===== config.mk =====
export PLATFORM = sky130hd
export DESIGN_NAME = ct_f_spsram_arb
export DESIGN_NICKNAME = d
export VERILOG_FILES = /design/src/rtl/ct_f_spsram_arb_pkg.sv /design/src/rtl/ct_f_rr_arb2.sv /design/src/rtl/ct_f_spsram_arb.sv
export SDC_FILE = /design/constraint.sdc
export NUM_CORES = 1
export LEC_CHECK = 0
export BUFFER_PORTS_ARGS = -buffer_cell sky130_fd_sc_hd__buf_2
export CORE_AREA = 2 2 97 99
export CTS_BUF_LIST = sky130_fd_sc_hd__clkbuf_8
export DETAILED_ROUTE_END_ITERATION = 16
export DIE_AREA = 0 0 99 101
export PLACE_DENSITY_LB_ADDON = 0.3
export SYNTH_ARGS = -nofsm -noshare
export SYNTH_HDL_FRONTEND = slang
export SYNTH_HIERARCHICAL = 1
export SYNTH_SLANG_ARGS = --single-unit

===== constraint.sdc =====
create_clock -name CLK -period 7 [get_ports CLK]
set_input_delay 0.35 -clock CLK [delete_from_list [all_inputs] [get_ports CLK]]
set_output_delay 0.35 -clock CLK [all_outputs]
set_load 0.02 [all_outputs]

===== src/rtl/ct_f_spsram_arb_pkg.sv =====
// Shared types and default sizes for the two-port single-port-SRAM arbiter.
package ct_f_spsram_arb_pkg;

    localparam int unsigned ADDR_WIDTH_DEF = 12;
    localparam int unsigned DATA_WIDTH_DEF = 32;
    localparam int unsigned BYTE_LANES_DEF = DATA_WIDTH_DEF / 8;

    // ARB: serve requesters; INIT: sweep the array writing zeros.
    typedef enum logic {
        ARB  = 1'b0,
        INIT = 1'b1
    } state_t;

endpackage


===== src/rtl/ct_f_rr_arb2.sv =====
// Two-way round-robin arbiter; pointer holds the last granted requester.
module ct_f_rr_arb2 (
    input  logic       clk,
    input  logic       rst,
    input  logic [1:0] req,
    input  logic       update,
    output logic [1:0] gnt
);

    logic r_last;

    // Grant the sole requester, or on conflict the one not granted last.
    always_comb begin
        gnt = 2'b00;
        case (req)
            2'b01:   gnt = 2'b01;
            2'b10:   gnt = 2'b10;
            2'b11:   gnt = r_last ? 2'b01 : 2'b10;
            default: gnt = 2'b00;
        endcase
    end

    // Pointer moves only when a grant is actually issued.
    always_ff @(posedge clk or posedge rst) begin
        if (rst) begin
            r_last <= 1'b1;
        end else if (update && (gnt != 2'b00)) begin
            r_last <= gnt[1];
        end
    end

endmodule


===== src/rtl/ct_f_spsram_arb.sv =====
// Arbitrates two requesters onto one single-port SRAM and provides an array clear.
module ct_f_spsram_arb
    import ct_f_spsram_arb_pkg::*;
#(
    parameter int unsigned ADDR_WIDTH = ADDR_WIDTH_DEF,
    parameter int unsigned DATA_WIDTH = DATA_WIDTH_DEF
) (
    input  logic                    CLK,
    input  logic                    RST,
    input  logic                    req0_vld,
    output logic                    req0_rdy,
    input  logic [ADDR_WIDTH-1:0]   req0_addr,
    input  logic                    req0_wr,
    input  logic [DATA_WIDTH-1:0]   req0_wdata,
    input  logic [DATA_WIDTH/8-1:0] req0_be,
    input  logic                    req1_vld,
    output logic                    req1_rdy,
    input  logic [ADDR_WIDTH-1:0]   req1_addr,
    input  logic                    req1_wr,
    input  logic [DATA_WIDTH-1:0]   req1_wdata,
    input  logic [DATA_WIDTH/8-1:0] req1_be,
    output logic                    rsp0_vld,
    output logic                    rsp1_vld,
    output logic [DATA_WIDTH-1:0]   rsp_rdata,
    input  logic                    init_start,
    output logic                    init_busy,
    output logic                    init_done,
    output logic [ADDR_WIDTH-1:0]   A,
    output logic                    CEN,
    output logic                    GWEN,
    output logic [DATA_WIDTH-1:0]   WEN,
    output logic [DATA_WIDTH-1:0]   D,
    input  logic [DATA_WIDTH-1:0]   Q
);

    localparam int unsigned BE_W = DATA_WIDTH / 8;

    state_t                r_state;
    state_t                w_state_nxt;
    logic [ADDR_WIDTH-1:0] r_cnt;
    logic [ADDR_WIDTH-1:0] w_cnt_nxt;
    logic                  r_rsp0_vld;
    logic                  r_rsp1_vld;
    logic                  r_init_done;
    logic                  w_done_nxt;
    logic                  w_arb_en;
    logic [1:0]            w_req;
    logic [1:0]            w_gnt;
    logic [ADDR_WIDTH-1:0] w_addr;
    logic                  w_wr;
    logic [DATA_WIDTH-1:0] w_wdata;
    logic [BE_W-1:0]       w_be;
    logic [DATA_WIDTH-1:0] w_wen_wr;

    // Grants are allowed only in ARB, outside reset, and when no clear is being started.
    assign w_arb_en = (r_state == ARB) && !init_start && !RST;
    assign w_req    = {req1_vld, req0_vld} & {2{w_arb_en}};

    ct_f_rr_arb2 u_rr (
        .clk    (CLK),
        .rst    (RST),
        .req    (w_req),
        .update (w_arb_en),
        .gnt    (w_gnt)
    );

    assign req0_rdy = w_gnt[0];
    assign req1_rdy = w_gnt[1];

    // Select the granted requester's payload and expand byte enables to a bit mask.
    always_comb begin
        w_addr   = w_gnt[1] ? req1_addr  : req0_addr;
        w_wr     = w_gnt[1] ? req1_wr    : req0_wr;
        w_wdata  = w_gnt[1] ? req1_wdata : req0_wdata;
        w_be     = w_gnt[1] ? req1_be    : req0_be;
        w_wen_wr = '1;
        for (int unsigned i = 0; i < BE_W; i++) begin
            w_wen_wr[8*i +: 8] = {8{~w_be[i]}};
        end
    end

    // State register.
    always_ff @(posedge CLK or posedge RST) begin
        if (RST) begin
            r_state <= ARB;
        end else begin
            r_state <= w_state_nxt;
        end
    end

    // Next state, clear counter and SRAM pin drive.
    always_comb begin
        w_state_nxt = r_state;
        w_cnt_nxt   = r_cnt;
        w_done_nxt  = 1'b0;
        CEN         = 1'b1;
        GWEN        = 1'b1;
        WEN         = '1;
        A           = '0;
        D           = '0;
        case (r_state)
            ARB: begin
                if (init_start) begin
                    w_state_nxt = INIT;
                    w_cnt_nxt   = '0;
                end else if (w_gnt != 2'b00) begin
                    CEN = 1'b0;
                    A   = w_addr;
                    if (w_wr) begin
                        GWEN = 1'b0;
                        WEN  = w_wen_wr;
                        D    = w_wdata;
                    end
                end
            end
            INIT: begin
                CEN       = 1'b0;
                GWEN      = 1'b0;
                WEN       = '0;
                D         = '0;
                A         = r_cnt;
                w_cnt_nxt = r_cnt + ADDR_WIDTH'(1);
                if (r_cnt == '1) begin
                    w_state_nxt = ARB;
                    w_done_nxt  = 1'b1;
                end
            end
            default: w_state_nxt = ARB;
        endcase
    end

    // Clear counter, response tags and done pulse.
    always_ff @(posedge CLK or posedge RST) begin
        if (RST) begin
            r_cnt       <= '0;
            r_rsp0_vld  <= 1'b0;
            r_rsp1_vld  <= 1'b0;
            r_init_done <= 1'b0;
        end else begin
            r_cnt       <= w_cnt_nxt;
            r_rsp0_vld  <= w_gnt[0] & ~req0_wr;
            r_rsp1_vld  <= w_gnt[1] & ~req1_wr;
            r_init_done <= w_done_nxt;
        end
    end

    assign rsp0_vld  = r_rsp0_vld;
    assign rsp1_vld  = r_rsp1_vld;
    assign rsp_rdata = (r_rsp0_vld || r_rsp1_vld) ? Q : '0;
    assign init_busy = (r_state == INIT);
    assign init_done = r_init_done;

endmodule

* Word-level counts from Yosys, hierarchy flattened *
Index checks and enable logic that the tools add are counted.

word-level totals
  register bits = 17
  latch bits = 0
  RAM bits = 0
  ROM bits = 0
  bits of input ports = 135
  output and inout bits = 116
  logic and storage cells = 61
  memories kept = 0

operators by class
  add/sub/neg operators = 1
  $mul = 0
  divide/modulo/power cells = 0
  order comparisons = 0
  equal/unequal tests = 5
  shift-type cells = 0
  multiplexer cells = 32
  bitwise logic cells = 10
  reductions and logical operators = 7

operators with widths
  kind                                            number
  2-to-1 mux 32 bit                               8
  case mux 32 bit (2 select lines)                2
  2-to-1 mux 12 bit                               4
  case mux 12 bit (2 select lines)                2
  adder 12 x 1 -> 12 bit (second input constant)  1
  == test 12 bit (second input constant)          1
  2-to-1 mux 1 bit                                10
  NOT 1 bit                                       7
  case mux 1 bit (2 select lines)                 3
  case mux 2 bit (3 select lines)                 1
  == test 2 bit (second input constant)           2
  2-to-1 mux 4 bit                                1
  logical AND 1 bit                               3
  AND 1 bit                                       2
  AND 2 bit                                       1
  == test 2 x 1 -> 1 bit (second input constant)  1
  logical NOT 1 bit                               2
  2-to-1 mux 2 bit                                1
  != test 2 bit (second input constant)           1
  nonzero test 2 bit                              1
  logical OR 1 bit                                1

* Depth between registers and ports, before layout *
Gate-level depths: netlist of run 1.

  depth after elaboration = 12
  depth in mapped cells = 11
  mapped depth without buffers = 6

* Modules after synthesis *
Netlist of run 1, hierarchy kept.

by module, submodules not included
  module           instances  cells each  area each (sq um)  seq. area each (sq um)
  ct_f_spsram_arb  1          268         2,089.5            400.4
  ct_f_rr_arb2     1          7           60.1               26.3

* Least setup slack after synthesis of run 1 *
Ideal clock, no wire load.

  path type = register to output
  from = register r_state (netlist: init_busy)
  to = output WEN[10]
  arrival = 3,296 ps
  required time = 6,650 ps
  setup slack = 3,354 ps
  stages on the path, launching flop included = 10
  path buffers = 4
  path through = dfrtp_1 > clkbuf_2 > buf_4 > nor3_1 > and2_1 > a21boi_0 > buf_6 > mux2_2 > a21oi_1 > buf_4

between the ends
  longest elaborated chain between the ends = 12
  elaborated cells on any way between the ends = 16
  classes of those cells = eq/ne: 3; mux: 7; bitwise: 3; reduce/logical: 3

RTL lines
  element                                                  RTL line                source
  from (decl)                                              ct_f_spsram_arb.sv:38   state_t r_state;
  from (signal assigned)                                   ct_f_spsram_arb.sv:87   r_state <= w_state_nxt;
  NOT 1 bit *                                              --
  logical AND 1 bit * (2 in a row)                         ct_f_spsram_arb.sv:56   assign w_arb_en = (r_state == ARB) && !init_start && !RST;
  net w_arb_en                                             ct_f_spsram_arb.sv:46   logic w_arb_en;
  AND 2 bit *                                              ct_f_spsram_arb.sv:57   assign w_req = {req1_vld, req0_vld} & {2{w_arb_en}};
  net w_req[1]                                             ct_f_spsram_arb.sv:47   logic [1:0] w_req;
  == test 2 bit or == test 2 x 1 -> 1 bit (tied branches)  ct_f_rr_arb2.sv:15      case (req)
  case mux 2 bit (3 select lines) *                        ct_f_rr_arb2.sv:15
  net req1_rdy                                             ct_f_spsram_arb.sv:17   output logic req1_rdy,
  2-to-1 mux 4 bit                                         ct_f_spsram_arb.sv:75   w_be = w_gnt[1] ? req1_be : req0_be;
  NOT 1 bit                                                ct_f_spsram_arb.sv:78   w_wen_wr[8*i +: 8] = {8{~w_be[i]}};
  2-to-1 mux 32 bit                                        ct_f_spsram_arb.sv:109  if (w_wr) begin
  2-to-1 mux 32 bit *                                      ct_f_spsram_arb.sv:106  end else if (w_gnt != 2'b00) begin
  2-to-1 mux 32 bit *                                      ct_f_spsram_arb.sv:103  if (init_start) begin
  case mux 32 bit (2 select lines) *                       ct_f_spsram_arb.sv:101  case (r_state)
  to (decl)                                                ct_f_spsram_arb.sv:31   output logic [DATA_WIDTH-1:0] WEN,

The timed path passes the listed nets; every way through them passes the cells marked *.

* Final worst setup path of run 1 *
  from = register r_state (netlist: init_busy)
  to = output D[21]

between the ends
  longest elaborated chain between the ends = 11
  elaborated cells on any way between the ends = 15
  classes of those cells = eq/ne: 3; mux: 7; bitwise: 2; reduce/logical: 3

RTL lines
  element                                                  RTL line                                      source
  NOT 1 bit *                                              --
  logical AND 1 bit * (2 in a row)                         ct_f_spsram_arb.sv:56
  net w_arb_en                                             ct_f_spsram_arb.sv:46
  AND 2 bit *                                              ct_f_spsram_arb.sv:57
  net w_req[0]                                             ct_f_spsram_arb.sv:47
  == test 2 bit or == test 2 x 1 -> 1 bit (tied branches)  ct_f_rr_arb2.sv:15
  case mux 2 bit (3 select lines) *                        ct_f_rr_arb2.sv:15
  2-to-1 mux 32 bit or 2-to-1 mux 1 bit (tied branches)    ct_f_spsram_arb.sv:74, ct_f_spsram_arb.sv:73
  2-to-1 mux 32 bit                                        ct_f_spsram_arb.sv:109
  2-to-1 mux 32 bit *                                      ct_f_spsram_arb.sv:106
  2-to-1 mux 32 bit *                                      ct_f_spsram_arb.sv:103
  case mux 32 bit (2 select lines) *                       ct_f_spsram_arb.sv:101
  to (decl)                                                ct_f_spsram_arb.sv:32                         output logic [DATA_WIDTH-1:0] D,

Marked as above.

==> impl_metrics.toml, run 1 <==
[clock_tree]
clk_latency_ns = 0.25
clock_sinks = 17
cts_buffers = 3
clockBufferDepth = 2
post_cts_resized = 0
cts_tree = "built"
post_cts_buffers = 0
ctsRootBufferMaster = "clkbuf_8"
clkTransAtPathRegs_ns = 0.07
cts_max_level = 1
ctsHoldBuffers = 0

[sta]
tightest_slew_ns = 1.066
fin_tns_setup_ns = 0
grt_setup_unrepaired = "false"
finalSetupViolations = 0
maxSlewViolCount = 0
relSlewSlack_pct = 28.86
finalClockSkew_ns = 0.002438
fmax_mhz = 293.4
hold_viol = 0
min_period_ns = 3.408
min_period_over_period_pct = 48.69
whs_ns = 0.1208

[outcome]
outcome = "completed"

[worst_setup_path]
worst_setup_path_start_kind = "flip-flop"
cp_max_fo = 32
path_depth = 7
crit_arrival_ns = 3.06
crit_path_max_incr_delay_ns = 0.66
setup.worst_path.end = "D[21]"
rr_endpoint = "rsp0_vld"
crit_slowest_cell = "a211o_1"
endpoint_kind = "primary output"
required_ns = 6.65
cp_top_family = "compound AO/OA/AOI/OAI gates"
worstPathCellList = "nor3_1 -> and2_1 -> a21boi_1 -> nand3b_4 -> a211o_1 -> nor2_1 -> buf_2"
critPathKind = "reg -> out"
worst-path-buf-inv = 1
cp-startpoint = "init_busy"
rr_worst_depth = 4
r2r_setup_slack_ns = 5.14
r2r_start = "init_busy"

[yosys]
synthArstFlopShare_pct = 100.0
synth-edff-count = 0
syn_area_um2 = 2150
synth_nets = 411
yosys_warnings = 6
ys.flop_type = "dfrtp_1"
synth.distinct_cells = 42
synth_cells = 275
ys_seq_elements = 17
avgSynthCellArea_um2 = 7.817
ys_seq_area_share_pct = 19.85

[global_routing]
grt_pass1_vias = 2444
grt_max_degree = 42
grt_usage_pct = 14.56
antenna_found_initial = 0
gr-total-overflow = 0
grt_first_pass_wirelength_um = 11880

[routing]
antenna_left = 0
dr.max_layer_used = "met4"
wl_met3_um = 674
drtIter0Drc = 71
remaining_drc_errors = 0
post_drt_via_cell_ratio = 4.413
dr.pass1.iters = 4
vias = 2630
post_drt_wl_per_cell_um = 13.42
wl_um = 7998
wl_met1_um = 3172
wl_met2_um = 4087

[job]
cap_violations = 0

[placement]
numPlacedInstances = 592
gp_congestion = 0.8067
hpwl_um = 6756
portBuffers = 250

[finish]
fin_nets = 622
area_growth_pct = 52.85
nFillCells = 950
drive_gt1_share_pct = 55.26
antenna_cells = 0
stdcell_count = 596

[floorplan]
row_count = 35
die_h_um = 101
die_w_um = 99
start_util_pct = 23.94
die_area_um2 = 9999
num_io_pins = 251
core_um2 = 8977

[pwr]
powerDensity_nw_per_um2 = 134.8
p_leak_nw = 1.820
power.total_mw = 0.4429
peakVddDrop_mv = 0.04917

[min_path]
hold_class = "in -> async"
==> kinds of logic (layout without fill, tap and decap cells) <==
| family | count (synthesis) | count (layout) | share of synthesized area [%] |
|---|---|---|---|
| adder cells (fa/ha/maj) | 1 | 1 | 0.5820 |
| flip-flops | 17 | 17 | 19.85 |
| buffers and inverters | 51 | 261 | 16.12 |
| AND/OR/NAND/NOR | 116 | 116 | 28.17 |
| AO/OA/AOI/OAI | 38 | 38 | 10.83 |
| XOR/XNOR | 1 | 1 | 0.4075 |
| multiplexers | 51 | 51 | 24.04 |
==> how the worst min path moves through the flow <==
| stage | start | endpoint | slack, ns | cells past startpoint |
|---|---|---|---|---|
| final | RST | u_rr/r_last | 0.12 | 2 |
| after global routing | RST | u_rr/r_last | 0.12 | 2 |
| after CTS | RST | u_rr/r_last | 0.12 | 2 |
| after detailed placement | RST | u_rr/r_last | 0.39 | 2 |
| after global placement | RST | u_rr/r_last | 0.37 | 2 |
| after floorplan | RST | u_rr/r_last | 0.24 | 1 |
==> through the flow <==
| step | setup slack (ns) | cell area, um2 | utilization, % |
|---|---|---|---|
| finish | 3.592 | 3286 | 36.60 |
| global route | 3.285 | 3286 | 36.60 |
| floorplan | 3.354 | 2150 | - |
| detailed placement | 3.691 | 3241 | 36.10 |
| global placement | 3.838 | 3241 | 36.10 |
| CTS | 3.530 | 3286 | 36.60 |
==> layer usage <==
metal | global-route usage, % | up-vias
li1 | - | 1324
met1 | 17.07 | 1171
met2 | 27.29 | 130
met3 | 2.913 | 5
met4 | 3.161 | 0
met5 | 0 | -
==> layout by cell type (no fill, tap or decap), types with 3 or more instances in the layout <==
cell      instances
a21oi_1           7
buf_2           250
clkbuf_8          3
dfrtp_1          16
inv_1             6
mux2_2            5
mux2i_1          46
nand2_1          21
nand4_1           3
nor2_1           39
nor2b_1          36
o211ai_1          3
o21ai_0          11
o21ai_1           5
==> registers in the layout, indices dropped and copies added (netlist names) <==
register and flops:
init_busy 1, init_done 1, r_cnt 12, rsp0_vld 1
rsp1_vld 1, u_rr/r_last 1
==> synth_stat cells (2+ instances only) <==
cell / n / area (um2)
or4b_1: 2 / 20.02
nand3_1: 2 / 10.01
nor2_1: 40 / 150.1
a21oi_1: 7 / 35.03
o211ai_1: 3 / 22.52
mux2_2: 5 / 56.30
mux2i_1: 46 / 460.4
and2_1: 2 / 12.51
clkbuf_1: 4 / 15.01
nand4_1: 3 / 18.77
a22o_1: 2 / 17.52
nor2b_1: 36 / 225.2
buf_6: 4 / 45.04
nor3_1: 2 / 10.01
buf_2: 6 / 30.03
o21ai_1: 5 / 25.02
inv_1: 5 / 18.77
dfrtp_1: 16 / 400.4
o21ai_0: 11 / 55.05
nand2_1: 21 / 78.83
a31oi_1: 2 / 12.51
buf_4: 31 / 232.7
==> power breakdown <==
group	internal, mW	switching [mW]	total (mW)
Sequential	0.126	0.0410	0.167
Clock	0.0390	0.0349	0.0739
Combinational	0.0957	0.107	0.202
Total	0.260	0.183	0.443
==> layout make-up <==
cell class | count | area [um2] | area share, %
timing repair buffer | 252 | 1266 | 38.54
multi-input combinational | 207 | 1390 | 42.31
tap | 111 | 138.9 | 4.227
inverter | 5 | 18.77 | 0.5712
clock inverter | 1 | 3.754 | 0.1142
clock buffer | 3 | 41.29 | 1.257
sequential | 17 | 426.7 | 12.99
(Power assumes the default switching activity.)
==> inputs of run 2 (changes only) <==
==> constraint.sdc (replaced) <==
create_clock -name CLK -period 3.1 [get_ports CLK]
set_input_delay 0.155 -clock CLK [delete_from_list [all_inputs] [get_ports CLK]]
set_output_delay 0.155 -clock CLK [all_outputs]
set_load 0.02 [all_outputs]
==> impl_metrics.toml, run 2 (synthesis gave the netlist of run 1 again) <==
[sta]
min_period_ns = 2.977
relSlewSlack_pct = 27.72
fmax_mhz = 335.9
whs_ns = 0.07241
maxSlewViolCount = 0
grt_setup_unrepaired = "true"
finalClockSkew_ns = 0.002405
hold_viol = 0
min_period_over_period_pct = 96.04
tightest_slew_ns = 1.083
setup_ws_ns = 0.1227
finalSetupViolations = 0

[routing]
post_drt_via_cell_ratio = 4.361
wl_met2_um = 4197
dr.pass1.iters = 4
drtIter0Drc = 80
wl_met1_um = 3143
wl_um = 7980
remaining_drc_errors = 0
dr.max_layer_used = "met4"
vias = 2612
wl_met3_um = 546
antenna_left = 0
post_drt_wl_per_cell_um = 13.32

[clock_tree]
clk_latency_ns = 0.25
clockBufferDepth = 2
cts_buffers = 3
clkTransAtPathRegs_ns = 0.06
cts_max_level = 1
ctsRootBufferMaster = "clkbuf_8"
cts_tree = "built"
clock_sinks = 17

[global_routing]
antenna_found_initial = 0
grt_first_pass_wirelength_um = 11440
gr-total-overflow = 0
grt_usage_pct = 13.92
grt_pass1_vias = 2394
grt_max_degree = 35

[min_path]
hold_class = "in -> reg"

[worst_setup_path]
cp_max_fo = 11
required_ns = 2.94
worst_setup_path_start_kind = "primary input"
crit_arrival_ns = 2.82
endpoint_kind = "primary output"
critPathKind = "in -> out"

[finish]
final_common_cell = "buf_2"
max_flop_register = "r_cnt"
area_growth_pct = 54.77
fin_nets = 625
final_core_util_pct = 37.06
antenna_cells = 0
layout_common_cells = "250 x buf_2, 46 x mux2i_1, 39 x nor2_1, 36 x nor2b_1, 21 x nand2_1"
largest_reg_flops = 12
drive_gt1_share_pct = 56.35

[pwr]
switching_share_pct = 41.11
powerDensity_nw_per_um2 = 300.0
p_sw_mw = 0.4103
intPower_mw = 0.5878
p_seq_share_pct = 38.1
power.total_mw = 0.9982
clkPwrFrac_pct = 16.2
peakVddDrop_mv = 0.1836
pwr-share-comb_pct = 45.7
p_leak_nw = 1.834

[floorplan]
start_util_pct = 23.94
die_area_um2 = 9999
die_h_um = 101
core_um2 = 8977
die_w_um = 99
num_io_pins = 251
row_count = 35

[placement]
hpwl_um = 6512
gp_congestion = 0.8068
portBuffers = 250
place_ws_ns = 0.3048

[job]
cap_violations = 0

[outcome]
outcome = "completed"
run 2: cell types whose count changed in the layout (fill, tap and decap cells not counted):
cell | before | now
a211o_1 | 1 | 0
a211o_2 | 0 | 1
a21oi_1 | 7 | 3
a21oi_2 | 0 | 4
buf_4 | 2 | 4
dlygate4sd3_1 | 0 | 1
run 2: path summary, 6_finish.rpt:
check,start,endpoint,slack (ns),cells after the start
max,RST,A[11],0.12,9
min,req1_wr,rsp1_vld,0.07,2
max reg2reg,init_busy,rsp0_vld,1.36,5
min reg2reg,r_cnt[9],r_cnt[9],0.52,1
max in group asynchronous,RST,init_done,2.10,3
min in group asynchronous,RST,u_rr/r_last,0.48,3
run 2: layer usage:
metal	up-vias	track usage (%)
met1	1152	17.52
met3	10	2.011
met5	-	0
met2	115	25.05
li1	1335	-
met4	0	3.267
run 2: what timing repair did:
action                     in CTS  in global routing
hold endpoints to repair        1                  0
setup endpoints to repair       1                 44
buffers inserted                0                  0
hold buffers                    1                  0
gates resized for setup         1                  0
run 2: critical path, stage by stage:
cell and delay (ns):
dlygate4sd3_1 0.54, buf_2 0.14, nor3_1 0.29, and2_1 0.23, a21boi_1 0.13, buf_4 0.18, o21ai_1 0.73, o21ai_0 0.22
buf_2 0.21
run 2: power groups by stage:
stage          logic, mW  registers [mW]  clock network [mW]
4_1_cts            0.460           0.379               0.165
5_1_grt            0.507           0.392               0.176
3_3_place_gp       0.450           0.378                   0
6_report           0.456           0.380               0.162
2_1_floorplan      0.289           0.358                   0
3_5_place_dp       0.458           0.383                   0
run 2: cell type report:
class	count	area, um2
clock inverters	1	3.754
well taps	111	138.9
inverters	5	18.77
fillers	966	5650
multi-input cells	207	1406
repair buffers	255	1291
flip-flops and latches	17	426.7
clock buffers	3	41.29
run 2: stage by stage:
stage               std cells  area (um2)  TNS (ns)
finish                    599        3327         0
global route              599        3327    -1.855
CTS                       599        3327         0
detailed placement        594        3271         0
global placement          594        3271         0
floorplan                 275        2165         0
==> inputs of run 3 (changes only) <==
--- a/config.mk
+++ b/config.mk
@@ -6,12 +6,11 @@
 export NUM_CORES = 1
 export LEC_CHECK = 0
 export BUFFER_PORTS_ARGS = -buffer_cell sky130_fd_sc_hd__buf_2
-export CORE_AREA = 2 2 97 99
+export CORE_AREA = 2 2 96 98
 export CTS_BUF_LIST = sky130_fd_sc_hd__clkbuf_8
 export DETAILED_ROUTE_END_ITERATION = 16
-export DIE_AREA = 0 0 99 101
+export DIE_AREA = 0 0 98 100
 export PLACE_DENSITY_LB_ADDON = 0.3
 export SYNTH_ARGS = -nofsm -noshare
 export SYNTH_HDL_FRONTEND = slang
-export SYNTH_HIERARCHICAL = 1
 export SYNTH_SLANG_ARGS = --single-unit
==> impl_metrics.toml, run 3 <==
[sta]
min_period_ns = 2.757
hold_viol = 0
finalClockSkew_ns = 0.003428
fmax_mhz = 362.7
finalSetupViolations = 0
tightest_slew_ns = 0.6475
fin_tns_setup_ns = 0
min_period_over_period_pct = 88.94
maxSlewViolCount = 0
grt_setup_unrepaired = "false"
relSlewSlack_pct = 56.79
setup_ws_ns = 0.3429

[floorplan]
core_um2 = 8890
num_io_pins = 251
start_util_pct = 23.69
die_h_um = 100
row_count = 35
die_area_um2 = 9800
die_w_um = 98

[finish]
max_flop_register = "r_cnt"
area_growth_pct = 55.91
drive_gt1_share_pct = 52.50
nFillCells = 974
antenna_cells = 0
fin_nets = 657
layout_common_cells = "250 x buf_2, 87 x nand2_1, 35 x a21oi_1, 33 x nor2b_1"
final_common_cell = "buf_2"
largest_reg_flops = 12

[clock_tree]
cts_buffers = 3
clk_latency_ns = 0.25
clock_sinks = 17
post_cts_resized = 0
post_cts_buffers = 0
clockBufferDepth = 2
ctsHoldBuffers = 0
cts_max_level = 1
cts_tree = "built"
clkTransAtPathRegs_ns = 0.06
ctsRootBufferMaster = "clkbuf_8"

[job]
cap_violations = 0

[placement]
hpwl_um = 6421
portBuffers = 250
place_ws_ns = 0.5985
gp_congestion = 0.8800

[worst_setup_path]
critPathKind = "reg -> out"
worst_setup_path_start_kind = "flip-flop"
rr_worst_depth = 5
r2r_setup_slack_ns = 1.38
cp-startpoint = "init_busy"
rr_endpoint = "init_busy"
crit_path_max_incr_delay_ns = 0.62
required_ns = 2.94
worstPathCellList = "nor3_4 -> nand3_4 -> inv_1 -> buf_4 -> nand2_1 -> a21oi_1 -> buf_2"
crit_slowest_cell = "inv_1"
endpoint_kind = "primary output"
cp_max_fo = 30
r2r_start = "init_busy"
crit_arrival_ns = 2.60

[yosys]
synth_area_leaders = "dfrtp_1 19%, nand2_1 16%, buf_4 10%"
muxShareOfSynthArea_pct = 11.11
yosysTopAreaCellShare_pct = 19.01
synthAdderAreaFrac_pct = 0.5942
ys_seq_area_share_pct = 20.26
synth_top_cell_by_area = "dfrtp_1"
synth_cells = 307
synth-edff-count = 0
yosys.area_share.simple_pct = 34.76
ys_seq_elements = 17
synth_xor_area_share_pct = 1.664
ys.flop_type = "dfrtp_1"
yosys_warnings = 0
synth_nets = 443
synthArstFlopShare_pct = 100.0
yosysMostFrequentCell = "nand2_1"
synth_common_cells = "87 x nand2_1, 35 x a21oi_1, 33 x nor2b_1, 28 x buf_4"
synth_top_family_by_area = "simple AND/OR/NAND/NOR gates"
synth.distinct_cells = 32
avgSynthCellArea_um2 = 6.859
syn_area_um2 = 2106
synth_compound_area_share_pct = 16.40

[routing]
post_drt_wl_per_cell_um = 12.52
wl_um = 7900
remaining_drc_errors = 0
post_drt_via_cell_ratio = 4.436
dr.pass1.iters = 4
vias = 2799
antenna_left = 0
drtIter0Drc = 137

[pwr]
powerDensity_nw_per_um2 = 268.0
p_leak_nw = 2.084
peakVddDrop_mv = 0.1244

[global_routing]
grt_pass1_vias = 2349
grt_usage_pct = 14.29
grt_first_pass_wirelength_um = 11690
gr-total-overflow = 0
antenna_found_initial = 0
grt_max_degree = 36

[outcome]
outcome = "completed"

[min_path]
hold_class = "in -> async"
run 3: cell types whose count changed after synthesis, moves of 4 or more:
cell / change
nor2_1: -30
clkbuf_1: +6
a21oi_1: +28
o21ai_0: +6
nand3_1: +4
o21ai_1: -5
nand2_1: +66
mux2i_1: -29
run 3: worst max path at each step:
stage / to / slack (ns) / depth (start not counted)
5_1_grt: D[25] / 0.13 / 7
3_3_place_gp: D[22] / 0.68 / 7
3_5_place_dp: D[23] / 0.60 / 7
4_1_cts: D[23] / 0.32 / 7
2_1_floorplan: WEN[1] / 0.65 / 7
6_report: D[23] / 0.34 / 7
run 3: worst max-delay path, delay by kind of cell, from the launching register on:
| family | cells | cell delay, ns |
|---|---|---|
| compound gates | 1 | 0.12 |
| buf+inv | 3 | 1.09 |
| flops | 1 | 0.40 |
| simple gates | 3 | 0.73 |
run 3: cell families (layout without fill, tap and decap cells):
logic type / after synthesis / count (layout)
multiplexers: 22 / 22
flip-flops: 17 / 17
XOR/XNOR: 4 / 4
AO/OA/AOI/OAI: 60 / 60
AND/OR/NAND/NOR: 152 / 152
buffers and inverters: 51 / 264
adder cells (fa/ha/maj): 1 / 1
run 3: final cells by class:
type                    instances  area, um2  area share (%)
flip-flops and latches         17      426.7           13.00
clock buffers                   3      41.29           1.258
clock inverters                 1      3.754          0.1143
inverters                       4      15.01          0.4573
multi-input cells             239       1361           41.46
repair buffers                256       1296           39.48
well taps                     111      138.9           4.230
run 3: routing by layer:
layer | routed length [um] | up-vias | track usage [%]
li1 | - | 1412 | -
met1 | 3391 | 1249 | 19.55
met4 | 23 | 0 | 1.603
met5 | 0 | - | 0
met3 | 656 | 2 | 2.716
met2 | 3828 | 136 | 24.29
run 3: stage by stage:
step                      std cells  util (%)  hold WS (ns)  total power, mW  area [um2]
final                           631     36.93       0.02782           0.8798        3283
after global routing            631     36.93       0.08739           0.9470        3283
after CTS                       631     36.93       0.05721           0.8899        3283
after detailed placement        627     36.43        0.3383           0.7256        3238
after global placement          627     36.43        0.3329           0.7210        3238
after floorplan                 307         -       0.08034           0.5529        2106
run 3: where the power goes:
group / total [mW] / leakage, nW / internal, mW / switching [mW]
combinational: 0.368 / 1.85 / 0.186 / 0.182
clock: 0.160 / 0.0269 / 0.0877 / 0.0720
sequential: 0.352 / 0.209 / 0.271 / 0.0807
